### src/rtl/writeback_queue.sv
// writeback_queue
//   In-order write-back queue between execute and the register file / PC.
//   Retired instructions are decoded once at acceptance into one of three
//   entry classes (register write, taken jump, no-op) and committed from the
//   head one per cycle as single-cycle registered strobes.
//
// Ports
//   clk, rst_n        system clock, synchronous active-low reset
//   in_valid/in_ready handshake from execute (in_ready is registered)
//   in_ir             instruction word, opcode = [15:11], rd = [10:8]
//   in_aluout         ALU result (write data / jump condition)
//   in_rtemp          load / IO data
//   in_addr           jump target
//   rf_ready          register file can take a write this cycle
//   r_en/r_select/r_data         register-write strobe, one-hot rd, data
//   pc_jump_en/pc_jump_data      PC-redirect strobe and target
//   flush             squash pulse, coincident with pc_jump_en
//   count             current occupancy
module writeback_queue #(
  parameter int DATA_W   = 8,
  parameter int ADDR_W   = 16,
  parameter int NUM_REGS = 8,
  parameter int DEPTH    = 4
) (
  input  logic                    clk,
  input  logic                    rst_n,
  input  logic                    in_valid,
  output logic                    in_ready,
  input  logic [15:0]             in_ir,
  input  logic [DATA_W-1:0]       in_aluout,
  input  logic [DATA_W-1:0]       in_rtemp,
  input  logic [ADDR_W-1:0]       in_addr,
  input  logic                    rf_ready,
  output logic                    r_en,
  output logic [NUM_REGS-1:0]     r_select,
  output logic [DATA_W-1:0]       r_data,
  output logic                    pc_jump_en,
  output logic [ADDR_W-1:0]       pc_jump_data,
  output logic                    flush,
  output logic [$clog2(DEPTH):0]  count
);

  localparam int PTR_W = $clog2(DEPTH);
  localparam int CNT_W = PTR_W + 1;

  typedef enum logic [1:0] {
    CL_NOP = 2'd0,
    CL_WR  = 2'd1,
    CL_JMP = 2'd2
  } cls_t;

  cls_t              q_cls  [DEPTH];
  logic [2:0]        q_rd   [DEPTH];
  logic [DATA_W-1:0] q_data [DEPTH];
  logic [ADDR_W-1:0] q_addr [DEPTH];

  logic [PTR_W-1:0]  rd_ptr;
  logic [PTR_W-1:0]  wr_ptr;
  logic [CNT_W-1:0]  count_next;

  logic [4:0]        opcode;
  logic [2:0]        rd;
  logic              rd_ok;
  cls_t              enq_cls;
  logic [DATA_W-1:0] enq_data;

  logic              nonempty;
  logic              do_wr;
  logic              do_jmp;
  logic              do_nop;
  logic              pop;
  logic              push;

  // Low byte of the instruction carries operand fields this stage never uses.
  logic unused_ir;
  assign unused_ir = ^in_ir[7:0];

  assign opcode = in_ir[15:11];
  assign rd     = in_ir[10:8];
  assign rd_ok  = ({29'd0, rd} < 32'(NUM_REGS));

  // Jumps are resolved here so the head only ever sees "taken" jumps;
  // writes to registers that do not exist collapse into no-ops.
  always_comb begin
    enq_cls  = CL_NOP;
    enq_data = '0;
    case (opcode)
      5'b00000, 5'b00001, 5'b00010, 5'b00011: begin
        if (rd_ok) enq_cls = CL_WR;
        enq_data = in_aluout;
      end
      5'b00101, 5'b01000: begin
        if (rd_ok) enq_cls = CL_WR;
        enq_data = in_rtemp;
      end
      5'b00110: if (in_aluout == '0) enq_cls = CL_JMP;
      5'b01010: if (in_aluout != '0) enq_cls = CL_JMP;
      5'b00111: enq_cls = CL_JMP;
      default:  enq_cls = CL_NOP;
    endcase
  end

  assign nonempty = (count != '0);
  assign do_wr    = nonempty && (q_cls[rd_ptr] == CL_WR) && rf_ready;
  assign do_jmp   = nonempty && (q_cls[rd_ptr] == CL_JMP);
  assign do_nop   = nonempty && (q_cls[rd_ptr] == CL_NOP);
  assign pop      = do_wr || do_jmp || do_nop;
  // A taken jump also squashes whatever execute hands over in the same cycle.
  assign push     = in_valid && in_ready && !do_jmp;

  always_comb begin
    count_next = count;
    if (do_jmp) begin
      count_next = '0;
    end else begin
      case ({push, pop})
        2'b10:   count_next = count + CNT_W'(1);
        2'b01:   count_next = count - CNT_W'(1);
        default: count_next = count;
      endcase
    end
  end

  // Entry storage carries no reset; occupancy alone says what is valid.
  always_ff @(posedge clk) begin
    if (push) begin
      q_cls[wr_ptr]  <= enq_cls;
      q_rd[wr_ptr]   <= rd;
      q_data[wr_ptr] <= enq_data;
      q_addr[wr_ptr] <= in_addr;
    end
  end

  always_ff @(posedge clk) begin
    if (!rst_n) begin
      rd_ptr       <= '0;
      wr_ptr       <= '0;
      count        <= '0;
      in_ready     <= 1'b0;
      r_en         <= 1'b0;
      r_select     <= '0;
      r_data       <= '0;
      pc_jump_en   <= 1'b0;
      pc_jump_data <= '0;
      flush        <= 1'b0;
    end else begin
      count    <= count_next;
      in_ready <= (count_next != CNT_W'(DEPTH));

      if (do_jmp) begin
        // Drop everything behind the head: both pointers land just past it.
        rd_ptr <= rd_ptr + PTR_W'(1);
        wr_ptr <= rd_ptr + PTR_W'(1);
      end else begin
        if (pop)  rd_ptr <= rd_ptr + PTR_W'(1);
        if (push) wr_ptr <= wr_ptr + PTR_W'(1);
      end

      r_en <= do_wr;
      if (do_wr) begin
        r_select <= NUM_REGS'(1) << q_rd[rd_ptr];
        r_data   <= q_data[rd_ptr];
      end

      pc_jump_en <= do_jmp;
      flush      <= do_jmp;
      if (do_jmp) pc_jump_data <= q_addr[rd_ptr];
    end
  end

endmodule

### config.mk
export PLATFORM = sky130hd
export DESIGN_NAME = writeback_queue
export DESIGN_NICKNAME = d
export VERILOG_FILES = /design/src/rtl/writeback_queue.sv
export SDC_FILE = /design/constraint.sdc
export NUM_CORES = 1
export LEC_CHECK = 0
export ABC_AREA = 0
export CORE_UTILIZATION = 54
export DETAILED_ROUTE_END_ITERATION = 10
export PLACE_DENSITY_LB_ADDON = 0.08
export SLEW_MARGIN = 30
export SYNTH_ARGS = -nofsm -noshare
export SYNTH_HDL_FRONTEND = slang
export SYNTH_SLANG_ARGS = --single-unit
### constraint.sdc
create_clock -name clk -period 3.7 [get_ports clk]
set_input_delay 1.11 -clock clk [delete_from_list [all_inputs] [get_ports clk]]
set_output_delay 1.11 -clock clk [all_outputs]
set_load 0.05 [all_outputs]
==> results by group, run 1 <==
Run status
  • Run status: complete, no violations

Critical path
  • Register-to-register setup slack: 0.72 ns
  • Startpoint types: input port
  • RR Startpoint: q_cls[2][1]
  • CP startpoint: rf_ready
  • Critical path buffers and inverters: 1
  • CP dominant cell by count: a21oi_1
  • WP depth: 10
  • CP endpoint kind: flop
  • WS Path Type: input port to flop
  • CP cell instances: clkdlybuf4s50_1 > nor2b_1 > a2bb2oi_2 > a21oi_1 > ha_1 > fa_1 > xnor2_1 > a32oi_1 > mux2i_1 > a21oi_1
  • Reg-to-reg endpoint: in_ready
  • CP top delay family: adder cells
  • Slowest stage cell, crit path: clkdlybuf4s50_1
  • Worst Path Max Fanout: 4
  • Crit path to: in_ready
  • Worst Reg-to-Reg Cells: 10
  • Worst path arrival time: approximately 3.4 ns
  • Crit path largest cell delay: 0.47 ns
  • Critical Path RT: 3.99 ns

Pwr
  • Peak supply drop: 557 µV
  • Switching Power: 0.00169 W
  • Internal power: 0.00374 W
  • Sw frac: 0.311
  • Clk pwr share: 0.301
  • PD cells: 681 mW/mm²
  • Pleak: 2.75 nW
  • Combinational share of power: 0.266
  • Sequential power share: 0.434

Cells and area
  • Synth-to-layout area growth: 24.8%
  • Cell area after layout: 0.00796 mm²
  • Nets: 549
  • Final instance count without filler cells: around 650
  • Share of cells above drive strength 1: 0.147
  • # fillers: 778
  • Storage element area: about 0.0044 mm²
  • N_diodes: 0
  • Area occupied by multi-input gates: 0.00187 mm²

Timing
  • Unrepaired setup endpoints after global routing: false
  • Clock skew: a little over 0.007 ns
  • Slew Limit Fails: 0
  • Fmax: between 300 and 400 MHz
  • Final setup violating endpoints: 0
  • Worst-margin pin slew: 0.948 ns
  • Final period util: 0.839
  • Final worst path period need: 3.10 ns
  • Max_slew headroom: 0.368
  • Hold_ws: 0.458 ns
  • Final Hold Viols: 0
  • Setup TNS: 0 ns

Synthesis
  • Post-synth top area share: 0.546
  • Top_reg_cell synth: edfxtp_1
  • Syn_nets: 460
  • Most frequent cell after synthesis: edfxtp_1
  • Synthesized instance count: 402
  • Synth area leaders: edfxtp_1, dfxtp_1, mux4_2
  • Flops & latches, synth: 160
  • Post-synth EDFFs: 116
  • Largest area contributor in the netlist: edfxtp_1
  • Synthesized area per cell: 15.9 µm²
  • Unique cell type count in the Yosys netlist: 40
  • Yosys warns: 0
  • Sequential element share of the synthesized area: 0.684
  • Syn Std Cell Area: approximately 0.0064 mm²
  • Asr flop ratio synth: 0
  • Top cells by count, synth: edfxtp_1, dfxtp_1, nand2_1, mux2i_1, mux4_2

Die
  • Core box area: 0.0115 mm²
  • # rows: 39
  • Die height: 111 µm
  • Initial Utilization: 0.556
  • Die Wd: 111 µm
  • Die outline area: 0.0123 mm²
  • Ports: between 90 and 100

Routing
  • Post-Route WL: 12100 µm
  • Antenna viol nets, final: 0
  • DRC Markers: 0
  • Drt pass-1 iters: 4
  • Post-DR wirelength/cell: 18.7 µm
  • Routed vias/inst: 5.71
  • Initial DRC count: 174
  • Vias: between 3000 and 4000

CTS
  • CTS Hold Bufs: 0
  • Clock sinks: 160
  • CTS tree: yes
  • CTS max path bufs: 2
  • Root Buffer: clkbuf_16
  • TritonCTS Buffers: 17
  • Clk Latency, worst-skew pair: 0.43 ns
  • Depth of the CTS H-tree: 4
  • Post_cts resized: 0
  • Post-CTS setup buffer count: 0
  • Reg clk slew, reported paths: 0.06 ns

Hold path
  • Worst hold path class: flop to flop

Global routing
  • Total global routing overflow: 0
  • Vias in the first global route: 3914
  • Initial antenna violation count: 0
  • GRT Overall Usage: 0.217
  • Largest net degree at the start of global routing: 34
  • First-pass GRT wire length: 19700 µm

Place
  • HPWL after DPL: 7750 µm
  • Placed cells: 615
  • Port bufs: 82
  • Placed inst area: 0.00740 mm²
  • Final RePlAce weighted congestion: between 0.7 and 0.8

Run
  • Maxcap violations: 0
==> worst min-delay path by stage <==
stage / start / to / depth (start not counted)
5_1_grt: r_select[1] / r_select[1] / 2
2_1_floorplan: wr_ptr[1] / wr_ptr[1] / 2
3_3_place_gp: r_data[3] / r_data[3] / 2
6_report: r_select[2] / r_select[2] / 2
4_1_cts: r_select[1] / r_select[1] / 2
3_5_place_dp: r_select[1] / r_select[1] / 2
==> routing by layer <==
metal  vias to the layer above  track usage  part of all wire
met5                         -            0                 0
met4                         0       0.0916             0.023
met3                        27       0.0689             0.058
met2                       102        0.385              0.54
met1                      1835        0.239              0.38
li1                       1731            -                 -
==> power groups by stage <==
| stage | clock network [W] | registers [W] | logic, W |
|---|---|---|---|
| after floorplan | 0 | 0.00245 | 0.000927 |
| after global placement | 0 | 0.00238 | 0.00142 |
| after detailed placement | 0 | 0.00240 | 0.00145 |
| after CTS | 0.00166 | 0.00237 | 0.00146 |
| after global routing | 0.00174 | 0.00239 | 0.00155 |
| final | 0.00163 | 0.00235 | 0.00144 |
==> worst reg2reg max path: stages (launching register included) <==
cell	delay, ns
edfxtp_1	0.41
nor2b_1	0.15
mux4_1	0.56
nand2_1	0.30
nand2_1	0.11
ha_1	0.24
fa_1	0.38
xnor2_1	0.26
a32oi_1	0.16
mux2i_1	0.17
a21oi_1	0.10
==> through the flow <==
step	power [W]	setup slack, ns	util
3_3_place_gp	0.00380	0.273	0.645
6_report	0.00543	0.596	0.694
3_5_place_dp	0.00385	0.227	0.645
2_1_floorplan	0.00338	0.825	-
4_1_cts	0.00549	0.639	0.694
5_1_grt	0.00568	0.461	0.694
==> flip-flops by register name, indices dropped and copies added (netlist names), named ones only <==
name,cells
q_rd,12
r_data,8
pc_jump_data,16
in_ready,1
rd_ptr,2
count,3
q_cls,8
q_data,32
q_addr,64
flush,1
wr_ptr,2
r_select,8
r_en,1
==> placed cells by master, fill, tap and decap left out, types with 3 or more instances in the layout <==
cell type | netlist | routed
clkinv_2 | 0 | 3
dfxtp_1 | 44 | 43
buf_12 | 1 | 4
mux4_2 | 24 | 24
mux2i_1 | 24 | 24
nor3_1 | 4 | 3
xnor2_1 | 3 | 3
and3_1 | 6 | 6
ha_1 | 5 | 5
clkinv_4 | 0 | 3
edfxtp_1 | 116 | 116
mux4_1 | 6 | 6
nor2_1 | 9 | 9
nand3_1 | 20 | 20
buf_4 | 2 | 10
a21oi_1 | 20 | 20
o21ai_0 | 18 | 18
a22o_1 | 8 | 8
nand2b_1 | 5 | 5
clkdlybuf4s50_1 | 0 | 82
nor2b_1 | 8 | 8
inv_6 | 0 | 4
clkbuf_16 | 0 | 17
nand2_1 | 33 | 33
==> cell type report <==
cell class                      count  area share
Inverter                            3     0.00141
Clock buffer                       18      0.0539
Clock inverter                     14      0.0167
Timing Repair Buffer               96       0.123
Tap cell                          143      0.0225
Sequential cell                   160       0.548
Multi-Input combinational cell    213       0.235
==> logic make-up (layout without fill, tap and decap cells) <==
family / count (synthesis) / count (layout) / synth area share
flip-flops: 160 / 160 / 0.684
AND/OR/NAND/NOR: 95 / 95 / 0.0730
multiplexers: 55 / 55 / 0.149
AO/OA/AOI/OAI: 52 / 52 / 0.0498
buffers and inverters: 29 / 131 / 0.0239
adder cells (fa/ha/maj): 6 / 6 / 0.0129
XOR/XNOR: 5 / 5 / 0.00687
Power figures use the tool's default switching activity.
==> run 2, diff against run 1 <==
- clock period: 3.7 -> 2.95 ns (I/O delays scaled with it)
==> run 2 against run 1 <==
Net effect: final cell count is 0.93% higher; combinational power up 35%; clock power is 25% higher; first-iteration DRC count is 3.4% lower; sequential cell count unchanged; hold slack got worse by 0.00062 ns; clock skew up 0.0033 ns; utilization grew 0.34 points.
==> results by group, run 2 (synthesis results as in run 1) <==
Run status
  • Run status: complete, no violations

Routing
  • Drt pass-1 iters: 4
  • Routed vias/inst: 5.65
  • Post-DR wirelength/cell: 18.7 µm
  • Initial DRC count: 168
  • Vias: 3689
  • Post-Route WL: ~12000 µm
  • DRC Markers: 0
  • Antenna viol nets, final: 0

CTS
  • CTS tree: yes
  • TritonCTS Buffers: 17
  • Clk Latency, worst-skew pair: 0.42 ns
  • Depth of the CTS H-tree: 4
  • CTS Hold Bufs: 0
  • Reg clk slew, reported paths: around 0.05 ns
  • Post-CTS setup buffer count: 0
  • CTS max path bufs: 2
  • Root Buffer: clkbuf_16
  • Clock sinks: 160
  • Post_cts resized: 0

Global routing
  • Initial antenna violation count: 0
  • Total global routing overflow: 0
  • GRT Overall Usage: 0.215
  • Vias in the first global route: between 3000 and 4000
  • Largest net degree at the start of global routing: 34
  • First-pass GRT wire length: 19300 µm

Timing
  • Final period util: 0.926
  • Hold_ws: 0.457 ns
  • Post-route setup slack: 0.218 ns
  • Fmax: 366 MHz
  • Slew Limit Fails: 0
  • Worst-margin pin slew: 0.884 ns
  • Final setup violating endpoints: 0
  • Final worst path period need: 2.73 ns
  • Final Hold Viols: 0
  • Unrepaired setup endpoints after global routing: false
  • Max_slew headroom: 0.406
  • Clock skew: 0.0104 ns

Cells and area
  • Top Registers: q_addr (64), q_data (32), pc_jump_data (16)
  • Nets: 556
  • Final instance count without filler cells: 653
  • Most frequent cells in the layout: edfxtp_1, clkdlybuf4s50_1, dfxtp_1
  • N_diodes: 0
  • Max reg flops: 64
  • Synth-to-layout area growth: 25.4%
  • # fillers: 815
  • Most common cell after layout, fill and taps aside: edfxtp_1
  • Largest Register: q_addr
  • Share of cells above drive strength 1: 0.151

Critical path
  • WS Path Type: input port to flop
  • Crit path largest cell delay: roughly 0.51 ns
  • CP dominant cell by count: a21oi_1
  • Worst Path Max Fanout: 2
  • Worst path arrival time: ~3.0 ns
  • Slowest stage cell, crit path: clkdlybuf4s50_1
  • Critical Path RT: 3.24 ns
  • CP cell instances: clkdlybuf4s50_1 > nor2b_1 > a2bb2oi_2 > a21oi_1 > ha_1 > fa_1 > nor2_1 > a32oi_1 > mux2i_1 > a21oi_1
  • Startpoint types: input port
  • CP endpoint kind: flop

Pwr
  • Peak supply drop: approximately 620 µV
  • Pleak: between 2 and 3 nW
  • PD cells: 856 mW/mm²

Place
  • HPWL after DPL: approximately 8000 µm
  • Final RePlAce weighted congestion: between 0.7 and 0.8
  • Port bufs: 82
  • Placed cells: around 620
  • Dpl ws: -0.182 ns

Die
  • Die outline area: 0.0123 mm²
  • Die height: 111 µm
  • Core box area: 0.0115 mm²
  • Initial Utilization: 0.556
  • Ports: 91
  • Die Wd: 111 µm
  • # rows: 39

Hold path
  • Worst hold path class: flop to flop

Run
  • Maxcap violations: 0
-- run 2: changes by cell type in the layout (fill, tap and decap cells not counted), sizes merged --
cell	delta
inv	-3
buf	+7
clkinvlp	+2
clkbuf	+5
clkinv	-5
-- run 2: cell type report --
type	instances	area, µm²	area share
clock inverters	8	82.6	0.0103
flip-flops and latches	160	4370	0.545
inverters	3	11.3	0.00141
multi-input cells	213	1870	0.233
well taps	143	179	0.0224
repair buffers	103	1030	0.129
clock buffers	23	468	0.0585
-- run 2: critical path, delay by kind of cell --
kind            cells  cell delay (ns)
simple gates        2             0.32
fa+ha+maj           2             0.66
buf+inv             1             0.51
mux                 1             0.16
compound gates      4             0.50
-- run 2: report_power, final --
group | switching [W] | internal (W)
combinational | 0.00107 | 0.000866
sequential | 0.000180 | 0.00270
clock | 0.000834 | 0.00120
total | 0.00209 | 0.00477
-- run 2: stage by stage --
stage / utilization / power (W) / instance area [µm²] / setup TNS, ns
floorplan: - / 0.00424 / 6380 / 0
global placement: 0.650 / 0.00483 / 7450 / -0.257
detailed placement: 0.650 / 0.00488 / 7450 / -0.340
CTS: 0.698 / 0.00692 / 8000 / 0
global route: 0.698 / 0.00716 / 8000 / 0
finish: 0.698 / 0.00685 / 8000 / 0
-- run 2: final timing paths --
| check | start | to | slack (ns) | depth (start not counted) |
|---|---|---|---|---|
| worst max-delay path | rf_ready | in_ready | 0.22 | 10 |
| worst min-delay path | r_data[5] | r_data[5] | 0.46 | 2 |
| worst max register to register | flop | count[2] | 0.31 | 9 |
| worst min register to register | r_data[5] | r_data[5] | 0.46 | 2 |
-- run 2: layer usage --
metal / routed length [µm] / vias to the layer above / GRT usage
met5: 0 / - / 0
met4: 157 / 0 / 0.0898
met3: 544 / 14 / 0.0634
met2: 6610 / 97 / 0.374
met1: 4870 / 1834 / 0.248
li1: - / 1744 / -
==> run 3, diff against run 2 <==
- CORE_MARGIN: default -> 2
==> run 3 against run 2 <==
Net effect: sequential cell count stayed put; first-iteration DRC count is 6.0% higher; critical endpoint is now count[2]; non-clock buffer count is 3 higher; largest power group unchanged; utilization is 0.97 points higher; die area is 3.6% higher.
==> results by group, run 3 (synthesis results as in run 1) <==
Pwr
  • Pleak: roughly 2.8 nW
  • Peak supply drop: 620 µV
  • PD cells: approximately 880 mW/mm²
  • Clk pwr share: 0.325
  • Sw frac: 0.293
  • Combinational share of power: 0.274
  • Switching Power: 0.00210 W
  • Sequential power share: 0.401
  • Internal power: between 0.005 and 0.006 W

Run
  • Maxcap violations: 0

Routing
  • DRC Markers: 0
  • Routed vias/inst: 5.77
  • Antenna viol nets, final: 0
  • Initial DRC count: 178
  • Post-DR wirelength/cell: 19.6 µm
  • Drt pass-1 iters: 4
  • Vias: approximately 3800
  • Post-Route WL: 12900 µm

Hold path
  • Hold Startpoint: r_data[1]
  • Hold-critical path depth: 2
  • Worst hold path class: flop to flop
  • Worst Hold End: r_data[1]

Cells and area
  • Top Registers: q_addr (64), q_data (32), pc_jump_data (16)
  • Most frequent cells in the layout: edfxtp_1, clkdlybuf4s50_1, dfxtp_1
  • Share of cells above drive strength 1: 0.163
  • Synth-to-layout area growth: 27.2%
  • N_diodes: 0
  • Final instance count without filler cells: between 600 and 700
  • Largest Register: q_addr
  • Nets: 559
  • Max reg flops: 64
  • Cell area after layout: 0.00811 mm²
  • Most common cell after layout, fill and taps aside: edfxtp_1

Critical path
  • RR Startpoint: q_cls[1][1]
  • Register-to-register setup slack: between 0.3 and 0.4 ns
  • Startpoint types: input port
  • CP cell instances: clkdlybuf4s50_1 > nor2b_1 > a2bb2oi_2 > a21oi_1 > ha_1 > fa_1 > xnor2_1 > nor2_1 > xor2_1 > and3_1
  • Worst path arrival time: roughly 3.1 ns
  • Crit path largest cell delay: 0.43 ns
  • Worst Reg-to-Reg Cells: 10
  • Slowest stage cell, crit path: clkdlybuf4s50_1
  • CP endpoint kind: flop
  • Critical Path RT: 3.26 ns
  • Worst Path Max Fanout: 4
  • Reg-to-reg endpoint: count[2]
  • WS Path Type: input port to flop

Timing
  • Max_slew headroom: 0.535
  • Final Hold Viols: 0
  • Hold_ws: 0.458 ns
  • Clock skew: 0.00778 ns
  • Final worst path period need: 2.76 ns
  • Final setup violating endpoints: 0
  • Final period util: 0.937
  • Fmax: roughly 360 MHz
  • Worst-margin pin slew: 0.698 ns
  • Slew Limit Fails: 0
  • Unrepaired setup endpoints after global routing: false

CTS
  • Depth of the CTS H-tree: 4
  • Clock sinks: 160
  • Post_cts resized: 0
  • Reg clk slew, reported paths: ~0.06 ns
  • CTS Hold Bufs: 0
  • Clk Latency, worst-skew pair: 0.42 ns
  • Root Buffer: clkbuf_16
  • TritonCTS Buffers: 17
  • CTS max path bufs: 2
  • Post-CTS setup buffer count: 0
  • CTS tree: yes

Die
  • # rows: 39
  • Die Wd: 113 µm
  • Core box area: 0.0115 mm²
  • Die height: ~110 µm
  • Ports: 91
  • Initial Utilization: 0.556
  • Die outline area: 0.0127 mm²

Global routing
  • GRT Overall Usage: 0.217
  • Largest net degree at the start of global routing: 34
  • Vias in the first global route: approximately 4000
  • Initial antenna violation count: 0
  • First-pass GRT wire length: 20600 µm
  • Total global routing overflow: 0

Run status
  • Run status: complete, no violations

Place
  • Placed cells: 625
  • Placed inst area: approximately 0.0075 mm²
  • Port bufs: 82
  • HPWL after DPL: 8130 µm
  • Final RePlAce weighted congestion: between 0.8 and 0.9
## run 3: cell count changes in the layout (fill, tap and decap cells not counted), moves of 2 or more
cell / previous run / this run
inv_6: 2 / 0
clkbuf_1: 4 / 1
clkinv_2: 1 / 6
clkinvlp_4: 4 / 1
buf_4: 17 / 20
bufinv_16: 1 / 5
## run 3: critical path: cells and delay by family
| kind | cells | cell delay (ns) |
|---|---|---|
| AND/OR/NAND/NOR | 3 | 0.42 |
| buffers and inverters | 1 | 0.43 |
| AO/OA/AOI/OAI | 2 | 0.33 |
| XOR/XNOR | 2 | 0.40 |
| adder cells (fa/ha/maj) | 2 | 0.61 |
## run 3: power groups by stage
stage / combinational, W / sequential (W) / clock, W
floorplan: 0.00116 / 0.00307 / 0
global placement: 0.00194 / 0.00291 / 0
detailed placement: 0.00196 / 0.00292 / 0
CTS: 0.00197 / 0.00288 / 0.00237
global route: 0.00211 / 0.00291 / 0.00246
finish: 0.00196 / 0.00287 / 0.00233
## run 3: per-stage QoR
step,setup WS [ns],utilization,total power (W),setup TNS [ns]
after floorplan,0.181,-,0.00424,0
after global placement,-0.165,0.652,0.00485,-0.321
after detailed placement,-0.226,0.652,0.00488,-0.421
after CTS,0.200,0.707,0.00722,0
after global routing,0.0490,0.708,0.00748,0
final,0.185,0.708,0.00717,0
## run 3: routing by layer
layer	GRT usage	share of wire	up-vias
met1	0.251	0.40	1930
met2	0.393	0.54	98
met4	0.0813	0.016	0
met5	0	0	-
met3	0.0509	0.046	16
li1	-	-	1748
## run 3: how the worst max path moves through the flow
stage | depth (start not counted) | startpoint | slack [ns] | end
6_report | 10 | rf_ready | 0.19 | count[2]
5_1_grt | 10 | rf_ready | 0.05 | count[2]
4_1_cts | 10 | rf_ready | 0.20 | count[2]
3_5_place_dp | 10 | rf_ready | -0.23 | count[2]
3_3_place_gp | 10 | rf_ready | -0.16 | count[2]
2_1_floorplan | 12 | q_cls[2][1] | 0.18 | count[2]
## run 3: cell type report
type | count | area, µm²
Inverter | 3 | 11.3
Clock buffer | 19 | 443
Clock inverter | 13 | 191
Multi-Input combinational cell | 213 | 1870
Timing Repair Buffer | 106 | 1050
Fill cell | 780 | 3350
Tap cell | 143 | 179
Sequential cell | 160 | 4370
